$ cat config.mk
export PLATFORM = sky130hd
export DESIGN_NAME = ifu_fetch_flat
export DESIGN_NICKNAME = d
export VERILOG_FILES = /design/src/rtl/ifu_fetch_if.sv /design/src/rtl/ifu_fetch.sv /design/src/flat_wrapper.sv
export SDC_FILE = /design/constraint.sdc
export NUM_CORES = 1
export LEC_CHECK = 0
export CELL_PAD_IN_SITES_DETAIL_PLACEMENT = 1
export CELL_PAD_IN_SITES_GLOBAL_PLACEMENT = 1
export CORE_MARGIN = 1
export CORE_UTILIZATION = 32
export CTS_CLUSTER_SIZE = 12
export DETAILED_ROUTE_END_ITERATION = 7
export PLACE_DENSITY = 0.86
export SYNTH_ARGS = -nofsm -noshare
export SYNTH_HDL_FRONTEND = slang
export SYNTH_SLANG_ARGS = --single-unit
$ cat constraint.sdc
create_clock -name clk -period 3.8 [get_ports clk]
set_clock_uncertainty 0.05 [all_clocks]
set_input_delay 0.76 -clock clk [delete_from_list [all_inputs] [get_ports clk]]
set_output_delay 0.76 -clock clk [all_outputs]
set_load 0.01 [all_outputs]
$ cat src/rtl/ifu_fetch_if.sv
// Instruction-memory read bus between the fetch stage (master) and the memory (slave).
// The address is combinational into the memory and the instruction/fault return in the same cycle.
interface ifu_fetch_if;
  logic [31:0] pc_o;
  logic [31:0] instr_i;
  logic [4:0]  imexc_i;

  modport master (output pc_o, input instr_i, input imexc_i);
  modport slave  (input pc_o, output instr_i, output imexc_i);
endinterface

$ cat src/rtl/ifu_fetch.sv
// Fetch stage: owns the PC, reads the instruction memory combinationally and loads the F/D register.
// Priority per edge: exception entry, eret, stall, redirect, sequential fetch.
module ifu_fetch #(
  parameter logic [31:0] RESET_PC   = 32'h0000_3000,
  parameter logic [31:0] HANDLER_PC = 32'h0000_4180,
  parameter logic [4:0]  ADEL_CODE  = 5'd4
) (
  input  logic              clk,
  input  logic              reset,
  ifu_fetch_if.master       imem,
  input  logic              stall,
  input  logic              redirect,
  input  logic [31:0]       redirect_pc,
  input  logic              d_is_jb,
  input  logic              exc_req,
  input  logic              eret,
  input  logic [31:0]       epc,
  output logic [31:0]       d_instr,
  output logic [31:0]       d_pc,
  output logic [4:0]        d_exccode,
  output logic              d_bd
);

  logic [31:0] pc_q, pc_d;
  logic [31:0] d_instr_q, d_instr_d;
  logic [31:0] d_pc_q, d_pc_d;
  logic [4:0]  d_exccode_q, d_exccode_d;
  logic        d_bd_q, d_bd_d;
  logic        fetch_fault;

  assign fetch_fault = (imem.imexc_i != 5'd0);

  always_comb begin
    pc_d        = pc_q;
    d_instr_d   = d_instr_q;
    d_pc_d      = d_pc_q;
    d_exccode_d = d_exccode_q;
    d_bd_d      = d_bd_q;
    if (exc_req) begin
      pc_d        = HANDLER_PC;
      d_instr_d   = 32'd0;
      d_pc_d      = HANDLER_PC;
      d_exccode_d = 5'd0;
      d_bd_d      = 1'b0;
    end else if (eret) begin
      pc_d        = epc;
      d_instr_d   = 32'd0;
      d_pc_d      = epc;
      d_exccode_d = 5'd0;
      d_bd_d      = 1'b0;
    end else if (!stall) begin
      // A redirect during a stall is dropped; D still holds the branch and re-asserts it.
      pc_d        = redirect ? redirect_pc : (pc_q + 32'd4);
      d_instr_d   = fetch_fault ? 32'd0 : imem.instr_i;
      d_pc_d      = pc_q;
      d_exccode_d = imem.imexc_i;
      d_bd_d      = d_is_jb;
    end
  end

  always_ff @(posedge clk or posedge reset) begin
    if (reset) begin
      pc_q        <= RESET_PC;
      d_instr_q   <= 32'd0;
      d_pc_q      <= RESET_PC;
      d_exccode_q <= 5'd0;
      d_bd_q      <= 1'b0;
    end else begin
      pc_q        <= pc_d;
      d_instr_q   <= d_instr_d;
      d_pc_q      <= d_pc_d;
      d_exccode_q <= d_exccode_d;
      d_bd_q      <= d_bd_d;
    end
  end

  assign imem.pc_o = pc_q;
  assign d_instr   = d_instr_q;
  assign d_pc      = d_pc_q;
  assign d_exccode = d_exccode_q;
  assign d_bd      = d_bd_q;

  // CP0 never raises an exception and commits an eret in the same cycle.
  a_exc_eret_exclusive: assert property (@(posedge clk) disable iff (reset) !(exc_req && eret));

  // The memory only ever reports "no fault" or a bad fetch address.
  a_imexc_legal: assert property (@(posedge clk) disable iff (reset)
                                  (imem.imexc_i == 5'd0) || (imem.imexc_i == ADEL_CODE));

endmodule

$ cat src/flat_wrapper.sv
// flat-port wrapper written by rule: the top's interface ports become plain ports
module ifu_fetch_flat 
#(
  parameter logic [31:0] RESET_PC   = 32'h0000_3000,
  parameter logic [31:0] HANDLER_PC = 32'h0000_4180,
  parameter logic [4:0]  ADEL_CODE  = 5'd4
)
  (clk, reset, stall, redirect, redirect_pc, d_is_jb, exc_req, eret, epc, d_instr, d_pc, d_exccode, d_bd, imem_pc_o, imem_instr_i, imem_imexc_i);
  ifu_fetch_if imem_i ();
  input  logic clk;
  input  logic reset;
  input  logic stall;
  input  logic redirect;
  input  logic [31:0] redirect_pc;
  input  logic d_is_jb;
  input  logic exc_req;
  input  logic eret;
  input  logic [31:0] epc;
  output logic [31:0] d_instr;
  output logic [31:0] d_pc;
  output logic [4:0] d_exccode;
  output logic d_bd;
  output wire logic [$bits(imem_i.pc_o)-1:0] imem_pc_o;
  input wire logic [$bits(imem_i.instr_i)-1:0] imem_instr_i;
  input wire logic [$bits(imem_i.imexc_i)-1:0] imem_imexc_i;
  assign imem_pc_o = imem_i.pc_o;
  assign imem_i.instr_i = imem_instr_i;
  assign imem_i.imexc_i = imem_imexc_i;
  ifu_fetch #(.RESET_PC(RESET_PC), .HANDLER_PC(HANDLER_PC), .ADEL_CODE(ADEL_CODE)) u_core (.clk(clk), .reset(reset), .imem(imem_i), .stall(stall), .redirect(redirect), .redirect_pc(redirect_pc), .d_is_jb(d_is_jb), .exc_req(exc_req), .eret(eret), .epc(epc), .d_instr(d_instr), .d_pc(d_pc), .d_exccode(d_exccode), .d_bd(d_bd));
endmodule
; ---- Word level (Yosys, flattened, before mapping)
; Index checks and enable logic that the tools add are counted.
; W data, S select, Z words.
[classes]
n_reduce_logical = 1
mux = 17
add_sub_neg = 1
n_eq_ne = 1
[op_table]
columns = op, count
row1 = $mux W32, 11
row2 = $add A32 B3 Y32 const B, 1
row3 = $mux W5, 3
row4 = $reduce_bool A5 Y1, 1
row5 = $mux W1, 3
row6 = $ne A3 B1 Y1 const B, 1
[totals]
out_inout_bits = 102
regBits = 102
wordCells = 25

; ---- Logic depth before layout (Yosys ltp)
[depth]
depth_word = 5
ltp_mapped = 7

; ---- Least setup slack after synthesis
; Ideal clock, no wire load.
[synth_timing]
path_type = reg2reg
from = register u_core.pc_q[12], in the netlist u_core.imem.pc_o[12]
to = register u_core.pc_q[31], in the netlist u_core.imem.pc_o[31]
synth_period_minus_slack_ns = 2.369
path_buffers = 1
slack_ns = 1.431
path_stages_with_launch = 7
t_required_ns = 3.629
arrival_ns = 2.198
path_cell_list = dfstp_2 > nand4_2 > or4_4 > buf_6 > or4_1 > a21o_1 > a22o_1
[synth_via]
elab_chain_cells = 5
[synth_lines]
columns = item, line
row1 = "start, declared", ifu_fetch.sv:24  ; logic [31:0] pc_q, pc_d;
row2 = "start signal, assigned", ifu_fetch.sv:69  ; pc_q <= pc_d;
row3 = $add A32 B3 Y32, ifu_fetch.sv:53  ; pc_d = redirect ? redirect_pc : (pc_q + 32'd4);
row4 = $mux W32, ifu_fetch.sv:53
row5 = $mux W32, ifu_fetch.sv:51  ; end else if (!stall) begin
row6 = $mux W32, ifu_fetch.sv:45  ; end else if (eret) begin
row7 = $mux W32, ifu_fetch.sv:39  ; if (exc_req) begin
; No other way between the ends. The select of a mux whose other input is x is not followed.
; A chain may end at the register's enable or synchronous reset.

; ---- Final worst setup path
[layout_timing]
from = input port redirect
to = register u_core.pc_q[8], in the netlist u_core.imem.pc_o[8]
[layout_via]
elab_chain_cells = 4
[layout_lines]
columns = item, line
row1 = "start, declared", flat_wrapper.sv:13  ; input logic redirect;
row2 = $mux W32, ifu_fetch.sv:53
row3 = $mux W32, ifu_fetch.sv:51
row4 = $mux W32, ifu_fetch.sv:45
row5 = $mux W32, ifu_fetch.sv:39
; No other way between the ends. The select of a mux whose other input is x is not followed.

==> run summary <==
Number of antenna-violating nets in the routed design: 0
Number of remaining DRC errors: 0
Inserted Clock Buffers: 9
Skew-Pair Late Insertion Delay: 0.35 ns
EDFF count, synth: 0
HP Start: u_core.d_exccode[0]$_DFFE_PP0P_
Maximum ir drop on the vdd rail: 0.209 mV
Leakage power of the design: 3.31 nW
Starting density of the core: 33.0%
Total count of max-transition violations in the final report: 0
Top cell type by total area after synthesis: sky130_fd_sc_hd__dfrtp_1
Number of port buffers: 209
Max transition margin: 44.0%
Synthesis-to-finish area growth: 50.1%
Critical path startpoint: redirect
TritonRoute pass-1 iters: 4
Count of instances resized after the clock tree is built: 0
Core utilization of the finished layout: 49.5%
Worst Path Required: 3.94 ns
Post-synthesis instance area: 5280 um2
Drt via density: 5.55
Share of the yosys chip area belonging to registers: 48.5%
Synthesized area per cell: 9.92 um2
Slew at the pin with the worst max-slew slack: 0.838 ns
Maximum number of pins on one net before global-route repair: 61
Depth of the CTS H-tree: 3
GRT Util Overall: 24.1%
Critical Path Start Type: input port
Final TNS setup: 0 ns
Die height: 130 um
Cell Count Post-Placement: 932
Area contributors post-synth: sky130_fd_sc_hd__dfrtp_1 46%, sky130_fd_sc_hd__a22o_1 8.1%, sky130_fd_sc_hd__mux2i_1 6.6%, sky130_fd_sc_hd__nor2_1 3.8%, sky130_fd_sc_hd__a211oi_1 2.8%
Initial antenna violation count: 0
Critical path endpoint category: flop
Count of routing violations after the opening detailed-route iteration: 221
Share of post-route cells with drive strength above 1: 6.97%
Number of max-cap violations: 0
Number of clock sinks: 102
Horizontal die dimension: 130 um
Amount of wire on met3 after detailed routing: 1830 um
Final Hold Vio Count: 0
Critical-path maximum fanout: 10
Top Metal Used: met4
Detailed-placement wirelength estimate: 14900 um
Status: finished, final reports clean
Number of nets in the layout: 836
Placement Rows: 46
List of most frequent post-synthesis cells: 98 x sky130_fd_sc_hd__dfrtp_1, 53 x sky130_fd_sc_hd__nor2_1, 49 x sky130_fd_sc_hd__a22o_1, 35 x sky130_fd_sc_hd__mux2i_1, 31 x sky130_fd_sc_hd__clkbuf_1
Post-detailed-route wirelength per cell: 21.2 um
Number of fillers in the final layout: 1829
Met1 WL: 7830 um
Setup fix buffers added after clock tree synthesis: 0
Endpoints failing setup: 0
Pwr per Cell Area: 351 nW/um2
IO Pins: 210
Post-route fraction of the period consumed by the critical path: 70.4%
Startpoint of the most critical register-to-register path: u_core.imem.pc_o[2]$_DFFE_PP0P_
Peak Freq: 0.374 GHz
Detailed-route via count: 5265
Count of cell types in the netlist: 60
Type of the worst setup path: input port to flop
Routability congestion estimate from global placement: 0.803
Maximum buffer depth of the clock tree: 2
TritonCTS clock tree: built
Routed length on met2: 10000 um
Total die area: 17000 um2
Antenna cells: 0
Via count of the first global-routing pass: 5752
Top cell type's share of synthesized area: 46.5%
Proportion of register bits with asynchronous set or reset after synthesis: 100%
Class of the worst hold path: flop to flop
Yosys reg bits: 102
RSZ-0062 raised after global routing: no
Cell with the most instances after synthesis: sky130_fd_sc_hd__dfrtp_1
Number of standard cells in the layout, taps in and fillers out: 948
Net count of the mapped netlist: 641
Global route total overflow: 0
Clock root buffer master: sky130_fd_sc_hd__clkbuf_16
Minimum clock period after layout: 2.67 ns
Hold buffers post-CTS: 0
First-pass GRT wire length: 31000 um
Post-detailed-routing wire length: 20100 um
Floorplan Core Area: 16000 um2
Top flip-flop cell by instance count after synthesis: sky130_fd_sc_hd__dfrtp_1
Clk slew on worst S/H paths: 0.07 ns
Post-synthesis instance total: 532
Yosys Warn Count: 0
Signal arrival time at the worst endpoint: 2.82 ns
worst max-delay path, stage by stage:
cell	delay (ns)
sky130_fd_sc_hd__clkdlybuf4s50_1	0.61
sky130_fd_sc_hd__buf_4	0.28
sky130_fd_sc_hd__nor2b_1	0.20
sky130_fd_sc_hd__a2111oi_0	0.62
sky130_fd_sc_hd__a21oi_1	0.14
sky130_fd_sc_hd__nor2_1	0.14
sky130_fd_sc_hd__a21oi_1	0.06
flip-flops by register name, summed over array words and instances (netlist names):
name,count
u_core.d_bd,1
u_core.imem.pc_o,32
u_core.d_exccode,5
u_core.d_instr,32
u_core.d_pc,32
cells in the final DEF (no fill, tap or decap), types with 12 or more instances in the layout:
cell and instances:
sky130_fd_sc_hd__mux2i_1 35, sky130_fd_sc_hd__nand2_1 28, sky130_fd_sc_hd__o21ai_0 20, sky130_fd_sc_hd__buf_4 13
sky130_fd_sc_hd__inv_1 12, sky130_fd_sc_hd__nor2_1 51, sky130_fd_sc_hd__nor3_1 20, sky130_fd_sc_hd__a21oi_1 22
sky130_fd_sc_hd__a22o_1 49, sky130_fd_sc_hd__dfrtp_1 98, sky130_fd_sc_hd__clkdlybuf4s50_1 207, sky130_fd_sc_hd__nand3_1 13
sky130_fd_sc_hd__a211oi_1 20
layer usage:
metal / track usage [%] / vias to the layer above
li1: - / 2393
met1: 27.4 / 2613
met2: 42.5 / 232
met3: 7.45 / 27
met4: 8.99 / 0
met5: 0 / -
metrics by stage:
stage	setup slack (ns)	hold slack, ns	area (um2)	power, mW
6_report	1.13	0.460	7920	2.78
5_1_grt	0.955	0.480	7920	2.89
4_1_cts	1.18	0.465	7920	2.80
3_5_place_dp	0.841	0.440	7600	1.79
3_3_place_gp	0.945	0.438	7600	1.77
2_1_floorplan	0.321	0.447	5280	1.46
path summary, 6_finish.rpt:
kind	to	slack [ns]	depth (start not counted)
max in group asynchronous	u_core.imem.pc_o[13]$_DFFE_PP1P_	2.06	3
max reg2reg	u_core.imem.pc_o[22]$_DFFE_PP0P_	1.24	7
min in group asynchronous	u_core.d_instr[12]$_DFFE_PP0P_	0.86	2
min reg2reg	u_core.d_exccode[0]$_DFFE_PP0P_	0.46	1
min	u_core.d_exccode[0]$_DFFE_PP0P_	0.46	1
max	u_core.imem.pc_o[8]$_DFFE_PP0P_	1.13	7
cells by family (layout without fill, tap and decap cells):
| logic type | count (synthesis) | after routing | share of synthesized area [%] |
|---|---|---|---|
| simple gates | 162 | 162 | 15.2 |
| flops | 102 | 102 | 48.5 |
| fa+ha+maj | 1 | 1 | 0.237 |
| xor+xnor | 2 | 2 | 0.332 |
| compound gates | 174 | 174 | 24.6 |
| buf+inv | 53 | 253 | 3.94 |
| mux | 38 | 38 | 7.28 |
final cells by class:
class / count / area [um2] / share of cell area (%)
flip-flops and latches: 102 / 2560 / 32.3
clock buffers: 12 / 246 / 3.11
clock inverters: 4 / 70.1 / 0.885
repair buffers: 223 / 2200 / 27.8
multi-input cells: 377 / 2520 / 31.8
well taps: 216 / 270 / 3.41
inverters: 14 / 55.1 / 0.695
power by group:
group | internal [mW] | leakage (nW) | switching (mW) | total, mW
sequential | 1.15 | 1.33 | 0.0809 | 1.23
clock | 0.594 | 0.157 | 0.410 | 1.00
combinational | 0.297 | 1.83 | 0.249 | 0.546
total | 2.04 | 3.31 | 0.740 | 2.78
No activity file was read; power rests on OpenSTA's default activity.
